`src/rtl/alu_op_sequencer_if.sv`:
```
// alu_op_sequencer_if
//   Bundles the command handshake, the ALU parameter/stream bus and the
//   result/status outputs of alu_op_sequencer.
//   master : command source + ALU side (drives cmd_*, alu_op_done, alu_data_out)
//   slave  : the sequencer itself
`ifndef OP_BITS
`define OP_BITS 5
`endif

interface alu_op_sequencer_if #(
  parameter int LOG2_NR  = 3,
  parameter int REG_BITS = 8,
  parameter int NSHIFT   = 2,
  parameter int OP_BITS  = `OP_BITS
);
  logic                  cmd_valid;
  logic                  cmd_ready;
  logic [OP_BITS-1:0]    cmd_op;
  logic [LOG2_NR-1:0]    cmd_reg1;
  logic [LOG2_NR-1:0]    cmd_reg2;
  logic                  cmd_pair;
  logic                  cmd_pair2;
  logic                  cmd_imm_en;
  logic [2*REG_BITS-1:0] cmd_imm;
  logic                  cmd_write;
  logic                  cmd_flags;

  logic                  alu_op_valid;
  logic [OP_BITS-1:0]    alu_operation;
  logic [LOG2_NR-1:0]    alu_reg1;
  logic [LOG2_NR-1:0]    alu_reg2;
  logic                  alu_pair_op;
  logic                  alu_pair_op2;
  logic                  alu_external_arg2;
  logic                  alu_update_reg1;
  logic                  alu_update_carry_flags;
  logic                  alu_update_other_flags;
  logic [NSHIFT-1:0]     alu_data_in2;
  logic                  alu_op_done;
  logic [NSHIFT-1:0]     alu_data_out;

  logic                  res_valid;
  logic [2*REG_BITS-1:0] res_data;
  logic                  busy;
  logic                  seq_error;

  modport master (
    output cmd_valid, cmd_op, cmd_reg1, cmd_reg2, cmd_pair, cmd_pair2,
           cmd_imm_en, cmd_imm, cmd_write, cmd_flags, alu_op_done, alu_data_out,
    input  cmd_ready, alu_op_valid, alu_operation, alu_reg1, alu_reg2,
           alu_pair_op, alu_pair_op2, alu_external_arg2, alu_update_reg1,
           alu_update_carry_flags, alu_update_other_flags, alu_data_in2,
           res_valid, res_data, busy, seq_error
  );

  modport slave (
    input  cmd_valid, cmd_op, cmd_reg1, cmd_reg2, cmd_pair, cmd_pair2,
           cmd_imm_en, cmd_imm, cmd_write, cmd_flags, alu_op_done, alu_data_out,
    output cmd_ready, alu_op_valid, alu_operation, alu_reg1, alu_reg2,
           alu_pair_op, alu_pair_op2, alu_external_arg2, alu_update_reg1,
           alu_update_carry_flags, alu_update_other_flags, alu_data_in2,
           res_valid, res_data, busy, seq_error
  );
endinterface

```
`src/rtl/alu_op_sequencer.sv`:
```
// alu_op_sequencer
//   Command front end for the bit-serial ALU. Buffers decoded commands,
//   presents the head command to the ALU with op_valid held until op_done,
//   serializes the immediate onto alu_data_in2 (LSB first), deserializes
//   alu_data_out into res_data, and flags any op whose op_done does not land
//   on the expected cycle (sticky seq_error).
//
// Ports
//   clk   : the only clock
//   reset : synchronous, active-high
//   bus   : alu_op_sequencer_if.slave (command handshake, ALU bus, result/status)
//
// Build option
//   ALU_SEQ_QUEUE_EN defined   : 2-entry queue, zero-bubble back-to-back ops.
//   ALU_SEQ_QUEUE_EN undefined : single holding register, cmd_ready = !busy,
//                                so consecutive ops are separated by an idle cycle.
`ifndef OP_BITS
`define OP_BITS 5
`endif

module alu_op_sequencer #(
  parameter int LOG2_NR  = 3,
  parameter int REG_BITS = 8,
  parameter int NSHIFT   = 2,
  parameter int OP_BITS  = `OP_BITS
) (
  input logic               clk,
  input logic               reset,
  alu_op_sequencer_if.slave bus
);

  localparam int W     = 2*REG_BITS;
  localparam int LEN_W = $clog2(W/NSHIFT);
  // Down-counter reload values: terminal count 0 is the cycle op_done is due.
  localparam logic [LEN_W-1:0] LEN_SINGLE = LEN_W'(REG_BITS/NSHIFT - 1);
  localparam logic [LEN_W-1:0] LEN_PAIR   = LEN_W'(W/NSHIFT - 1);

  typedef struct packed {
    logic [OP_BITS-1:0] op;
    logic [LOG2_NR-1:0] reg1;
    logic [LOG2_NR-1:0] reg2;
    logic               pair;
    logic               pair2;
    logic               imm_en;
    logic               write;
    logic               flags;
    logic [W-1:0]       imm;
  } cmd_t;

  cmd_t             in_cmd;
  cmd_t             head;
  cmd_t             slot0_q, slot0_d;
  logic [1:0]       count_q, count_d;
  logic [W-1:0]     imm_sh_q, imm_sh_d;
  logic [W-1:0]     res_sh_q, res_sh_d;
  logic [W-1:0]     res_data_q, res_data_d;
  logic [W-1:0]     res_next, res_aligned;
  logic [LEN_W-1:0] len_q, len_d;
  logic             res_valid_q;
  logic             seq_error_q, seq_error_d;
  logic             active, push, pop, start, len_tc;

`ifdef ALU_SEQ_QUEUE_EN
  cmd_t             slot1_q, slot1_d;
`endif

  always_comb begin
    in_cmd.op     = bus.cmd_op;
    in_cmd.reg1   = bus.cmd_reg1;
    in_cmd.reg2   = bus.cmd_reg2;
    in_cmd.pair   = bus.cmd_pair;
    in_cmd.pair2  = bus.cmd_pair2;
    in_cmd.imm_en = bus.cmd_imm_en;
    in_cmd.write  = bus.cmd_write;
    in_cmd.flags  = bus.cmd_flags;
    in_cmd.imm    = bus.cmd_imm;
  end

  assign head   = slot0_q;
  assign active = (count_q != 2'd0);
  assign pop    = active && bus.alu_op_done;

  // Ready depends only on registered occupancy, never on alu_op_done.
`ifdef ALU_SEQ_QUEUE_EN
  assign bus.cmd_ready = (count_q != 2'd2);
`else
  assign bus.cmd_ready = (count_q == 2'd0);
`endif
  assign push = bus.cmd_valid && bus.cmd_ready;

  // Queue occupancy; slot0 is always the head.
  always_comb begin
    slot0_d = slot0_q;
    count_d = count_q;
`ifdef ALU_SEQ_QUEUE_EN
    slot1_d = slot1_q;
    case ({push, pop})
      2'b10: begin
        if (count_q == 2'd0) slot0_d = in_cmd;
        else                 slot1_d = in_cmd;
        count_d = count_q + 2'd1;
      end
      2'b01: begin
        slot0_d = slot1_q;
        count_d = count_q - 2'd1;
      end
      2'b11: begin
        // Only reachable with one entry (full refuses pushes).
        slot0_d = in_cmd;
      end
      default: ;
    endcase
`else
    if (pop) begin
      count_d = 2'd0;
    end else if (push) begin
      slot0_d = in_cmd;
      count_d = 2'd1;
    end
`endif
  end

  // A new op begins on the edge where a (new) head appears.
  assign start = (count_d != 2'd0) && ((count_q == 2'd0) || pop);

  assign len_tc      = (len_q == '0);
  assign res_next    = {bus.alu_data_out, res_sh_q[W-1:NSHIFT]};
  // A single op shifts in only REG_BITS bits, which end up in the top half.
  assign res_aligned = head.pair ? res_next : {{REG_BITS{1'b0}}, res_next[W-1:REG_BITS]};

  always_comb begin
    imm_sh_d    = imm_sh_q;
    res_sh_d    = res_sh_q;
    len_d       = len_q;
    res_data_d  = res_data_q;
    seq_error_d = seq_error_q;
    // op_done must coincide exactly with terminal count.
    if (active && (bus.alu_op_done != len_tc)) seq_error_d = 1'b1;
    if (pop) res_data_d = res_aligned;
    if (start) begin
      imm_sh_d = slot0_d.imm;
      res_sh_d = '0;
      len_d    = slot0_d.pair ? LEN_PAIR : LEN_SINGLE;
    end else if (active) begin
      imm_sh_d = imm_sh_q >> NSHIFT;
      res_sh_d = res_next;
      if (!len_tc) len_d = len_q - LEN_W'(1);
    end
  end

  always_ff @(posedge clk) begin
    if (reset) begin
      slot0_q     <= '0;
`ifdef ALU_SEQ_QUEUE_EN
      slot1_q     <= '0;
`endif
      count_q     <= 2'd0;
      imm_sh_q    <= '0;
      res_sh_q    <= '0;
      len_q       <= '0;
      res_data_q  <= '0;
      res_valid_q <= 1'b0;
      seq_error_q <= 1'b0;
    end else begin
      slot0_q     <= slot0_d;
`ifdef ALU_SEQ_QUEUE_EN
      slot1_q     <= slot1_d;
`endif
      count_q     <= count_d;
      imm_sh_q    <= imm_sh_d;
      res_sh_q    <= res_sh_d;
      len_q       <= len_d;
      res_data_q  <= res_data_d;
      res_valid_q <= pop;
      seq_error_q <= seq_error_d;
    end
  end

  assign bus.alu_op_valid           = active;
  assign bus.alu_operation          = active ? head.op    : '0;
  assign bus.alu_reg1               = active ? head.reg1  : '0;
  assign bus.alu_reg2               = active ? head.reg2  : '0;
  assign bus.alu_pair_op            = active && head.pair;
  assign bus.alu_pair_op2           = active && head.pair2;
  assign bus.alu_external_arg2      = active && head.imm_en;
  assign bus.alu_update_reg1        = active && head.write;
  assign bus.alu_update_carry_flags = active && head.flags;
  assign bus.alu_update_other_flags = active && head.flags;
  assign bus.alu_data_in2           = (active && head.imm_en) ? imm_sh_q[NSHIFT-1:0] : '0;
  assign bus.res_valid              = res_valid_q;
  assign bus.res_data               = res_data_q;
  assign bus.busy                   = active;
  assign bus.seq_error              = seq_error_q;

endmodule

```
`src/flat_wrapper.sv`:
```
// flat-port wrapper written by rule: the top's interface ports become plain ports
module alu_op_sequencer_flat 
#(
  parameter int LOG2_NR  = 3,
  parameter int REG_BITS = 8,
  parameter int NSHIFT   = 2,
  parameter int OP_BITS  = `OP_BITS
)
  (clk, reset, bus_cmd_valid, bus_cmd_op, bus_cmd_reg1, bus_cmd_reg2, bus_cmd_pair, bus_cmd_pair2, bus_cmd_imm_en, bus_cmd_imm, bus_cmd_write, bus_cmd_flags, bus_alu_op_done, bus_alu_data_out, bus_cmd_ready, bus_alu_op_valid, bus_alu_operation, bus_alu_reg1, bus_alu_reg2, bus_alu_pair_op, bus_alu_pair_op2, bus_alu_external_arg2, bus_alu_update_reg1, bus_alu_update_carry_flags, bus_alu_update_other_flags, bus_alu_data_in2, bus_res_valid, bus_res_data, bus_busy, bus_seq_error);
  alu_op_sequencer_if #(.LOG2_NR(LOG2_NR), .REG_BITS(REG_BITS), .NSHIFT(NSHIFT), .OP_BITS(OP_BITS)) bus_i ();
  input logic clk;
  input logic reset;
  input wire logic [$bits(bus_i.cmd_valid)-1:0] bus_cmd_valid;
  input wire logic [$bits(bus_i.cmd_op)-1:0] bus_cmd_op;
  input wire logic [$bits(bus_i.cmd_reg1)-1:0] bus_cmd_reg1;
  input wire logic [$bits(bus_i.cmd_reg2)-1:0] bus_cmd_reg2;
  input wire logic [$bits(bus_i.cmd_pair)-1:0] bus_cmd_pair;
  input wire logic [$bits(bus_i.cmd_pair2)-1:0] bus_cmd_pair2;
  input wire logic [$bits(bus_i.cmd_imm_en)-1:0] bus_cmd_imm_en;
  input wire logic [$bits(bus_i.cmd_imm)-1:0] bus_cmd_imm;
  input wire logic [$bits(bus_i.cmd_write)-1:0] bus_cmd_write;
  input wire logic [$bits(bus_i.cmd_flags)-1:0] bus_cmd_flags;
  input wire logic [$bits(bus_i.alu_op_done)-1:0] bus_alu_op_done;
  input wire logic [$bits(bus_i.alu_data_out)-1:0] bus_alu_data_out;
  output wire logic [$bits(bus_i.cmd_ready)-1:0] bus_cmd_ready;
  output wire logic [$bits(bus_i.alu_op_valid)-1:0] bus_alu_op_valid;
  output wire logic [$bits(bus_i.alu_operation)-1:0] bus_alu_operation;
  output wire logic [$bits(bus_i.alu_reg1)-1:0] bus_alu_reg1;
  output wire logic [$bits(bus_i.alu_reg2)-1:0] bus_alu_reg2;
  output wire logic [$bits(bus_i.alu_pair_op)-1:0] bus_alu_pair_op;
  output wire logic [$bits(bus_i.alu_pair_op2)-1:0] bus_alu_pair_op2;
  output wire logic [$bits(bus_i.alu_external_arg2)-1:0] bus_alu_external_arg2;
  output wire logic [$bits(bus_i.alu_update_reg1)-1:0] bus_alu_update_reg1;
  output wire logic [$bits(bus_i.alu_update_carry_flags)-1:0] bus_alu_update_carry_flags;
  output wire logic [$bits(bus_i.alu_update_other_flags)-1:0] bus_alu_update_other_flags;
  output wire logic [$bits(bus_i.alu_data_in2)-1:0] bus_alu_data_in2;
  output wire logic [$bits(bus_i.res_valid)-1:0] bus_res_valid;
  output wire logic [$bits(bus_i.res_data)-1:0] bus_res_data;
  output wire logic [$bits(bus_i.busy)-1:0] bus_busy;
  output wire logic [$bits(bus_i.seq_error)-1:0] bus_seq_error;
  assign bus_i.cmd_valid = bus_cmd_valid;
  assign bus_i.cmd_op = bus_cmd_op;
  assign bus_i.cmd_reg1 = bus_cmd_reg1;
  assign bus_i.cmd_reg2 = bus_cmd_reg2;
  assign bus_i.cmd_pair = bus_cmd_pair;
  assign bus_i.cmd_pair2 = bus_cmd_pair2;
  assign bus_i.cmd_imm_en = bus_cmd_imm_en;
  assign bus_i.cmd_imm = bus_cmd_imm;
  assign bus_i.cmd_write = bus_cmd_write;
  assign bus_i.cmd_flags = bus_cmd_flags;
  assign bus_i.alu_op_done = bus_alu_op_done;
  assign bus_i.alu_data_out = bus_alu_data_out;
  assign bus_cmd_ready = bus_i.cmd_ready;
  assign bus_alu_op_valid = bus_i.alu_op_valid;
  assign bus_alu_operation = bus_i.alu_operation;
  assign bus_alu_reg1 = bus_i.alu_reg1;
  assign bus_alu_reg2 = bus_i.alu_reg2;
  assign bus_alu_pair_op = bus_i.alu_pair_op;
  assign bus_alu_pair_op2 = bus_i.alu_pair_op2;
  assign bus_alu_external_arg2 = bus_i.alu_external_arg2;
  assign bus_alu_update_reg1 = bus_i.alu_update_reg1;
  assign bus_alu_update_carry_flags = bus_i.alu_update_carry_flags;
  assign bus_alu_update_other_flags = bus_i.alu_update_other_flags;
  assign bus_alu_data_in2 = bus_i.alu_data_in2;
  assign bus_res_valid = bus_i.res_valid;
  assign bus_res_data = bus_i.res_data;
  assign bus_busy = bus_i.busy;
  assign bus_seq_error = bus_i.seq_error;
  alu_op_sequencer #(.LOG2_NR(LOG2_NR), .REG_BITS(REG_BITS), .NSHIFT(NSHIFT), .OP_BITS(OP_BITS)) u_core (.clk(clk), .reset(reset), .bus(bus_i));
endmodule
```
`config.mk`:
```
export PLATFORM = sky130hd
export DESIGN_NAME = alu_op_sequencer_flat
export DESIGN_NICKNAME = d
export VERILOG_FILES = /design/src/rtl/alu_op_sequencer_if.sv /design/src/rtl/alu_op_sequencer.sv /design/src/flat_wrapper.sv
export SDC_FILE = /design/constraint.sdc
export NUM_CORES = 1
export LEC_CHECK = 0
export BUFFER_PORTS_ARGS = -buffer_cell sky130_fd_sc_hd__buf_4
export CORE_MARGIN = 4
export CORE_UTILIZATION = 50
export DETAILED_ROUTE_END_ITERATION = 16
export PLACE_DENSITY = 0.8
export SLEW_MARGIN = 20
export SYNTH_ARGS = -nofsm -noshare
export SYNTH_HDL_FRONTEND = slang
export SYNTH_SLANG_ARGS = --single-unit
export TNS_END_PERCENT = 50
```
`constraint.sdc`:
```
create_clock -name clk -period 2 [get_ports clk]
set_clock_uncertainty 0.15 [all_clocks]
set_input_delay 0.3 -clock clk [delete_from_list [all_inputs] [get_ports clk]]
set_output_delay 0.3 -clock clk [all_outputs]
set_load 0.01 [all_outputs]
```
=== Yosys cells after proc, flatten, opt, wreduce, memory -nomap -nowiden ===
Cells that the tools add are included.

* Reductions and logical operators: 18
* Equal/unequal tests: 2
* Add/sub/neg operators: 1
* Bitwise gates (word level): 1
* Multiplexer cells: 15

{| class="wikitable"
|+ Operator list
! cell !! count
|-
| 16-bit two-way mux || 3
|-
| 21-bit two-way mux || 2
|-
| 3-bit two-way mux || 6
|-
| 1-bit logical AND || 9
|-
| 2-bit two-way mux || 3
|-
| 2-bit nonzero test || 3
|-
| 5-bit two-way mux || 1
|-
| 2-bit AND reduction || 2
|-
| 3-bit logical NOT || 1
|-
| 3-bit by 1-bit subtractor with 3-bit output, second input constant || 1
|-
| 2-bit logical NOT || 1
|-
| 2-bit by 1-bit inequality test with 1-bit output, second input constant || 1
|-
| 2-bit OR reduction || 1
|-
| 1-bit logical OR || 1
|-
| 1-bit inequality test || 1
|-
| 1-bit inverter || 1
|}

* Bits in registers: 87
* Logic and storage cells: 53
* Input port bits: 38
* Output and inout port bits: 40

=== Logic depth before layout (Yosys ltp) ===
Gate-level depths: netlist (run 1).

* Word-level depth: 8
* Depth in mapped cells: 6
* Depth with buffers taken out: 5

=== Worst setup path before layout (run 1) ===
Ideal clock, no wire load.

* Path type: flip-flop to output port
* Start: register u_core.count_q[1]
* End: output bus_alu_update_other_flags
* Arrival time: 1.110 ns
* Setup slack: 0.440 ns
* Required time: 1.550 ns
* Cell stages (with the launch flop): 6
* Buffers on the path: 2
* Cells stage by stage: dfxtp_1 -> nor2_2 -> inv_2 -> clkbuf_1 -> and2_1 -> buf_4

* Longest elaborated chain between the ends: 2

{| class="wikitable"
|+ RTL lines
! what !! line !! RTL
|-
| from (decl) || alu_op_sequencer.sv:53 || <nowiki>logic [1:0] count_q, count_d;</nowiki>
|-
| from (signal assigned) || alu_op_sequencer.sv:169 || <nowiki>count_q <= count_d;</nowiki>
|-
| 2-bit nonzero test || alu_op_sequencer.sv:80 || <nowiki>assign active = (count_q != 2'd0);</nowiki>
|-
| 1-bit logical AND || - ||
|-
| to (decl) || flat_wrapper.sv:35 || <nowiki>output wire logic [$bits(bus_i.alu_update_other_flags)-1:0] bus_alu_update_other_flags;</nowiki>
|}

Every way passes these cells.

=== Worst setup path after layout (run 1) ===
* Start: register u_core.count_q[1]
* End: output bus_alu_data_in2[0]

* Longest elaborated chain between the ends: 3

{| class="wikitable"
|+ RTL lines
! what !! line !! RTL
|-
| 2-bit nonzero test || alu_op_sequencer.sv:80 ||
|-
| 1-bit logical AND || alu_op_sequencer.sv:189 || <nowiki>assign bus.alu_data_in2 = (active && head.imm_en) ? imm_sh_q[NSHIFT-1:0] : '0;</nowiki>
|-
| 2-bit two-way mux || alu_op_sequencer.sv:189 ||
|-
| to (decl) || flat_wrapper.sv:36 || <nowiki>output wire logic [$bits(bus_i.alu_data_in2)-1:0] bus_alu_data_in2;</nowiki>
|}

Every way passes these cells.

==> flow_summary_export.csv, run 1 <==
group,metric,value,unit
run_status,outcome,"completed",
placement,pre_cts_ws,352,ps
finish,final_layout_size_suffix_gt1_frac,0.278,
clocking,clock_insertion_delay_worst_skew,340,ps
clocking,cts_root_buffer,"clkbuf_8",
timing,timing.final.crit_period,1880,ps
placement,io_buffers,77,
clocking,cts_buffer_depth,2,
logic_synthesis,netlist_area,0.00286,sq mm
global_route,grt_pass1_vias,2238,
clocking,htreeDepth,3,
placement,gp_congestion,0.791,
placement,dp_hpwl,4.28,mm
clocking,cts_tree,"done",
pwr,leakage,1.54,nW
setup_path,startpoint_type,"flop",
global_route,track_usage,0.186,
setup_path,required,1550,ps
global_route,grt_pass1_wl,10.6,mm
finish,num_antenna_cells,0,
logic_synthesis,syn-mean-instance-area,9.38,sq um
floorplanning,die_area,0.00699,sq mm
setup_path,critPathArrivalTime,1430,ps
timing,setup_slack,118,ps
global_route,grt_max_degree,47,
pwr,ir_drop,441,uV
timing,max_slew_margin,0.580,
timing,fmax,531,MHz
logic_synthesis,synth-edff-count,0,
hold_path,worst_hold_path.endpoint,"u_core.bus.res_data[14]$_SDFFE_PP0P_",
logic_synthesis,syn_nets,345,
setup_path,reg2reg_depth,3,
finish,final_core_util,0.641,
setup_path,worst-path-max-fanout,17,
timing,finalCritPeriodShare,0.941,
setup_path,r2r-end,"u_core.res_sh_q[3]$_SDFFE_PP0P_",
pwr,power,2.85,mW
finish,syn2layout_area_growth,24.2,%
route,via_count,2304,
clocking,ctsResizeCount,0,
floorplanning,die_w,83.6,um
timing,hold_viol,0,
finish,stdcell_area,0.00355,sq mm
route,wl,6.21,mm
hold_path,min_from,"bus_alu_data_out[0]",
setup_path,critPathMaxStageDelay,360,ps
clocking,cts.sinks,69,
logic_synthesis,ys_seq_area_frac,0.483,
floorplanning,start_util,0.516,
timing,maxSlewViolCount,0,
global_route,antenna_found_initial,0,
flow_run,maxCapViolCount,0,
placement,placed_area,0.00338,sq mm
setup_path,r2r_slack,330,ps
floorplanning,core-area,0.00554,sq mm
logic_synthesis,ys_ff_latch,69,
route,wl_per_cell,13.9,um
route,first_pass_iters,4,
hold_path,hold_class,"in2reg",
clocking,cts.reportedPaths.clkPinSlew,70,ps
logic_synthesis,ys.warnings.count,0,
setup_path,path_common_cell,"buf_4",
clocking,cts_made_buffers,9,
floorplanning,io_pins,78,
finish,nets,411,
route,drt_iter0_drc,139,
setup_path,cp-end-kind,"output pin",
route,drc,0,
setup_path,path_cells,"nor2_2 > inv_2 > buf_4 > and3_1 > buf_4",
clocking,post-cts-setup-buffers,0,
hold_path,worstHoldPathCells,2,
floorplanning,rows,27,
logic_synthesis,async_flop_share,0,
setup_path,criticalPathCategory,"reg2out",
global_route,grt-ovfl-total,0,
setup_path,cp_slowest_cell,"dfxtp_1",
timing,final.setup.tns,0,ps
route,drtAntennaViolNets,0,
setup_path,r2r-start,"u_core.count_q[1]$_SDFF_PP0_",
logic_synthesis,synth_ff_type,"dfxtp_1",
timing,rsz0062_at_grt,"no",
timing,finalSetupViolCount,0,
logic_synthesis,synth_cells,305,
floorplanning,dieHeight,83.6,um
timing,worst_pin_slew,631,ps
logic_synthesis,yosysUniqueCellTypes,34,
clocking,cts_hold_buf,0,
pwr,power.density,801,mW/mm^2
route,viasPerCell,5.17,
[cells in the mapped netlist, drive strengths merged (3+ instances only)]
library cell / instances / area share
dfxtp: 69 / 0.48
nand2: 61 / 0.080
a21oi: 32 / 0.060
mux2i: 25 / 0.087
buf: 24 / 0.063
and2: 17 / 0.037
nor2: 17 / 0.023
a211oi: 15 / 0.039
a22o: 8 / 0.024
o2bb2ai: 8 / 0.024
inv: 5 / 0.0066
clkbuf: 4 / 0.0052
nor3: 3 / 0.0052
[where the power goes]
part	internal (mW)	total, mW	switching [mW]
Clock	0.500	0.976	0.476
Sequential	1.44	1.49	0.0417
Combinational	0.181	0.383	0.203
[placed cells by master (no fill, tap or decap), types with 3 or more instances in the layout]
cell,Yosys,final
nor3_1,3,3
a21oi_1,31,31
a22o_1,8,8
nand2_1,61,61
nor2_1,16,16
mux2i_1,25,25
a211oi_1,15,15
inv_1,4,4
and2_1,17,17
dfxtp_1,69,69
buf_4,7,81
clkbuf_8,0,11
o2bb2ai_1,8,8
[cells by family (layout without fill, tap and decap cells)]
family,count (synthesis),in the layout,synth area share
flops,69,69,0.483
mux,26,26,0.0927
fa+ha+maj,2,2,0.00875
buf+inv,33,102,0.0744
compound gates,67,67,0.162
xor+xnor,1,1,0.00306
simple gates,107,107,0.176
[worst max-delay path by stage]
stage | startpoint | endpoint | slack (ps) | cells past startpoint
3_3_place_gp | bus_cmd_valid | u_core.res_sh_q[12]$_SDFFE_PP0P_ | 380 | 4
2_1_floorplan | u_core.count_q[1]$_SDFF_PP0_ | bus_alu_update_other_flags | 440 | 5
6_report | u_core.count_q[1]$_SDFF_PP0_ | bus_alu_data_in2[0] | 120 | 5
5_1_grt | u_core.count_q[1]$_SDFF_PP0_ | bus_alu_update_carry_flags | 20 | 5
3_5_place_dp | u_core.count_q[1]$_SDFF_PP0_ | u_core.res_sh_q[3]$_SDFFE_PP0P_ | 350 | 3
4_1_cts | u_core.count_q[1]$_SDFF_PP0_ | bus_cmd_ready | 60 | 3
[layer usage]
metal  track usage  part of all wire
met5             0                 0
met3        0.0770             0.067
met4        0.0760             0.013
met2         0.280              0.46
met1         0.234              0.46
[area by class of cell]
cell class | count | area [sq um]
inverter | 5 | 18.8
sequential | 69 | 1380
clock inverter | 2 | 10.0
multi-input combinational | 203 | 1270
fill | 487 | 1990
timing repair buffer | 83 | 631
tap | 72 | 90.1
clock buffer | 12 | 155
[sequential cells by signal, indices dropped and copies added, names as in the netlist]
| name | cells |
|---|---|
| u_core.bus.res_data | 16 |
| u_core.bus.res_valid | 1 |
| u_core.imm_sh_q | 16 |
| u_core.len_q | 3 |
| u_core.res_sh_q | 14 |
| u_core.bus.seq_error | 1 |
| u_core.head | 16 |
| u_core.count_q | 2 |
[per-stage QoR]
step	hold slack (ps)	cells
2_1_floorplan	276	305
4_1_cts	27.3	446
6_report	39.6	446
3_5_place_dp	296	432
3_3_place_gp	289	432
5_1_grt	25.8	446
[critical path, delay by kind of cell (launching register included)]
family	cells	cell delay, ps
buf+inv	3	370
flops	1	360
simple gates	2	370
Power figures use the tool's default switching activity.
==> run 2: changes to the inputs <==
- CORE_ASPECT_RATIO: unset -> 1.25
- SLEW_MARGIN: 20 -> 5
==> flow_summary_export.csv, run 2 (synthesis gave the netlist of run 1 again) <==
group,metric,value,unit
setup_path,cp-end-kind,"output pin",
clocking,cts_tree,"done",
global_route,antenna_found_initial,0,
clocking,cts.sinks,69,
route,viasPerCell,5.35,
floorplanning,start_util,0.522,
global_route,grt_pass1_wl,10.2,mm
route,drtAntennaViolNets,0,
floorplanning,die_area,0.00700,sq mm
finish,final_cells,440,
placement,io_buffers,77,
route,via_count,2356,
finish,syn2layout_area_growth,25.2,%
route,drc,0,
setup_path,cp_slowest_cell,"dfxtp_2",
setup_path,path_cells,"nor2_4 > inv_4 > buf_4 > and2_1 > buf_4",
clocking,htreeDepth,3,
setup_path,criticalPathCategory,"reg2out",
pwr,p_switching,0.719,mW
pwr,leakage,1.56,nW
flow_run,maxCapViolCount,0,
pwr,power,2.89,mW
floorplanning,dieHeight,92.6,um
setup_path,worst-path-max-fanout,14,
finish,num_antenna_cells,0,
placement,placedCellCount,425,
clocking,cts_root_buffer,"clkbuf_8",
hold_path,hold_class,"in2reg",
finish,final_common_cell,"buf_4",
timing,finalCritPeriodShare,0.938,
setup_path,r2r_slack,380,ps
global_route,grt_max_degree,47,
finish,nets,412,
setup_path,required,1550,ps
placement,gp_congestion,0.802,
route,drt_iter0_drc,113,
setup_path,path_common_cell,"buf_4",
finish,layout_common_cells,"buf_4 (82), dfxtp_1 (67), nand2_1 (61)",
finish,fill_cells,477,
floorplanning,io_pins,78,
timing,worst_pin_slew,584,ps
setup_path,critPathMaxStageDelay,350,ps
clocking,cts_buffer_depth,2,
pwr,p_int,2.17,mW
timing,final.setup.tns,0,ps
clocking,cts_made_buffers,9,
pwr,pwr-share-clk,0.351,
timing,hold_viol,0,
setup_path,path_buf_inv,3,
floorplanning,core-area,0.00548,sq mm
placement,dp_hpwl,4.50,mm
clocking,cts.reportedPaths.clkPinSlew,60,ps
pwr,netSwitchingFraction,0.249,
floorplanning,rows,30,
route,first_pass_iters,4,
pwr,ir_drop,399,uV
run_status,outcome,"completed",
timing,timing.final.crit_period,1880,ps
floorplanning,die_w,75.7,um
route,wl_per_cell,14.3,um
pwr,p_seq_frac,0.513,
global_route,grt-ovfl-total,0,
clocking,cts_hold_buf,0,
global_route,grt_pass1_vias,2340,
finish,final_layout_size_suffix_gt1_frac,0.285,
setup_path,critPathArrivalTime,1430,ps
global_route,track_usage,0.190,
timing,fin_hold_ws,49.7,ps
pwr,power.density,808,mW/mm^2
route,wl,6.29,mm
timing,max_slew_margin,0.611,
timing,finalSetupViolCount,0,
timing,rsz0062_at_grt,"no",
clocking,clock_insertion_delay_worst_skew,330,ps
timing,fmax,533,MHz
pwr,comb_power_share,0.135,
setup_path,startpoint_type,"flop",
timing,maxSlewViolCount,0,
setup_path,critPathTopFamily,"buffers and inverters",
[run 2: path summary, 6_finish.rpt]
check	start	endpoint	cells after the start
hold / removal	bus_alu_data_out[0]	u_core.bus.res_data[14]$_SDFFE_PP0P_	2
setup reg to reg	u_core.count_q[1]$_SDFF_PP0_	u_core.bus.res_data[8]$_SDFFE_PP0P_	5
setup / recovery	u_core.count_q[1]$_SDFF_PP0_	bus_alu_update_carry_flags	5
hold reg to reg	u_core.head[23]$_SDFFE_PP0P_	u_core.head[23]$_SDFFE_PP0P_	2
[run 2: cell type report]
class                           count  area (sq um)  share of cell area
Clock buffer                       14           173              0.0482
Clock inverter                      1          5.00             0.00140
Inverter                            5          21.3             0.00594
Multi-Input combinational cell    203          1270               0.355
Sequential cell                    69          1380               0.386
Tap cell                           64          80.1              0.0224
Timing Repair Buffer               84           647               0.181
[run 2: worst reg2reg max path: stages, from the launching register on]
cell and delay [ps]:
dfxtp_2 350, nor2_4 150, inv_4 90, buf_12 160, a21oi_4 430, a22o_1 230
[run 2: repair_timing]
item	CTS	global route
resized for setup	0	5
endpoints found under the setup margin	0	16
setup buffers	0	0
[run 2: layer usage]
layer	up-vias	wire length [um]	GRT usage
met1	1096	2480	0.200
met4	0	214	0.0991
met2	71	3210	0.325
li1	1168	-	-
met3	21	380	0.0608
met5	-	0	0
[run 2: metrics by stage]
stage                util  instance area [sq um]  setup slack (ps)
floorplan               -                   2860               440
global placement    0.618                   3390               320
detailed placement  0.618                   3390               300
CTS                 0.651                   3570              3.57
global route        0.653                   3580              42.7
finish              0.653                   3580               124
[run 2: power groups by stage]
stage	registers (mW)	logic [mW]	clock network, mW
3_5_place_dp	1.51	0.394	0
2_1_floorplan	1.50	0.280	0
4_1_cts	1.48	0.395	1.04
5_1_grt	1.49	0.438	1.09
3_3_place_gp	1.51	0.382	0
6_report	1.49	0.392	1.02
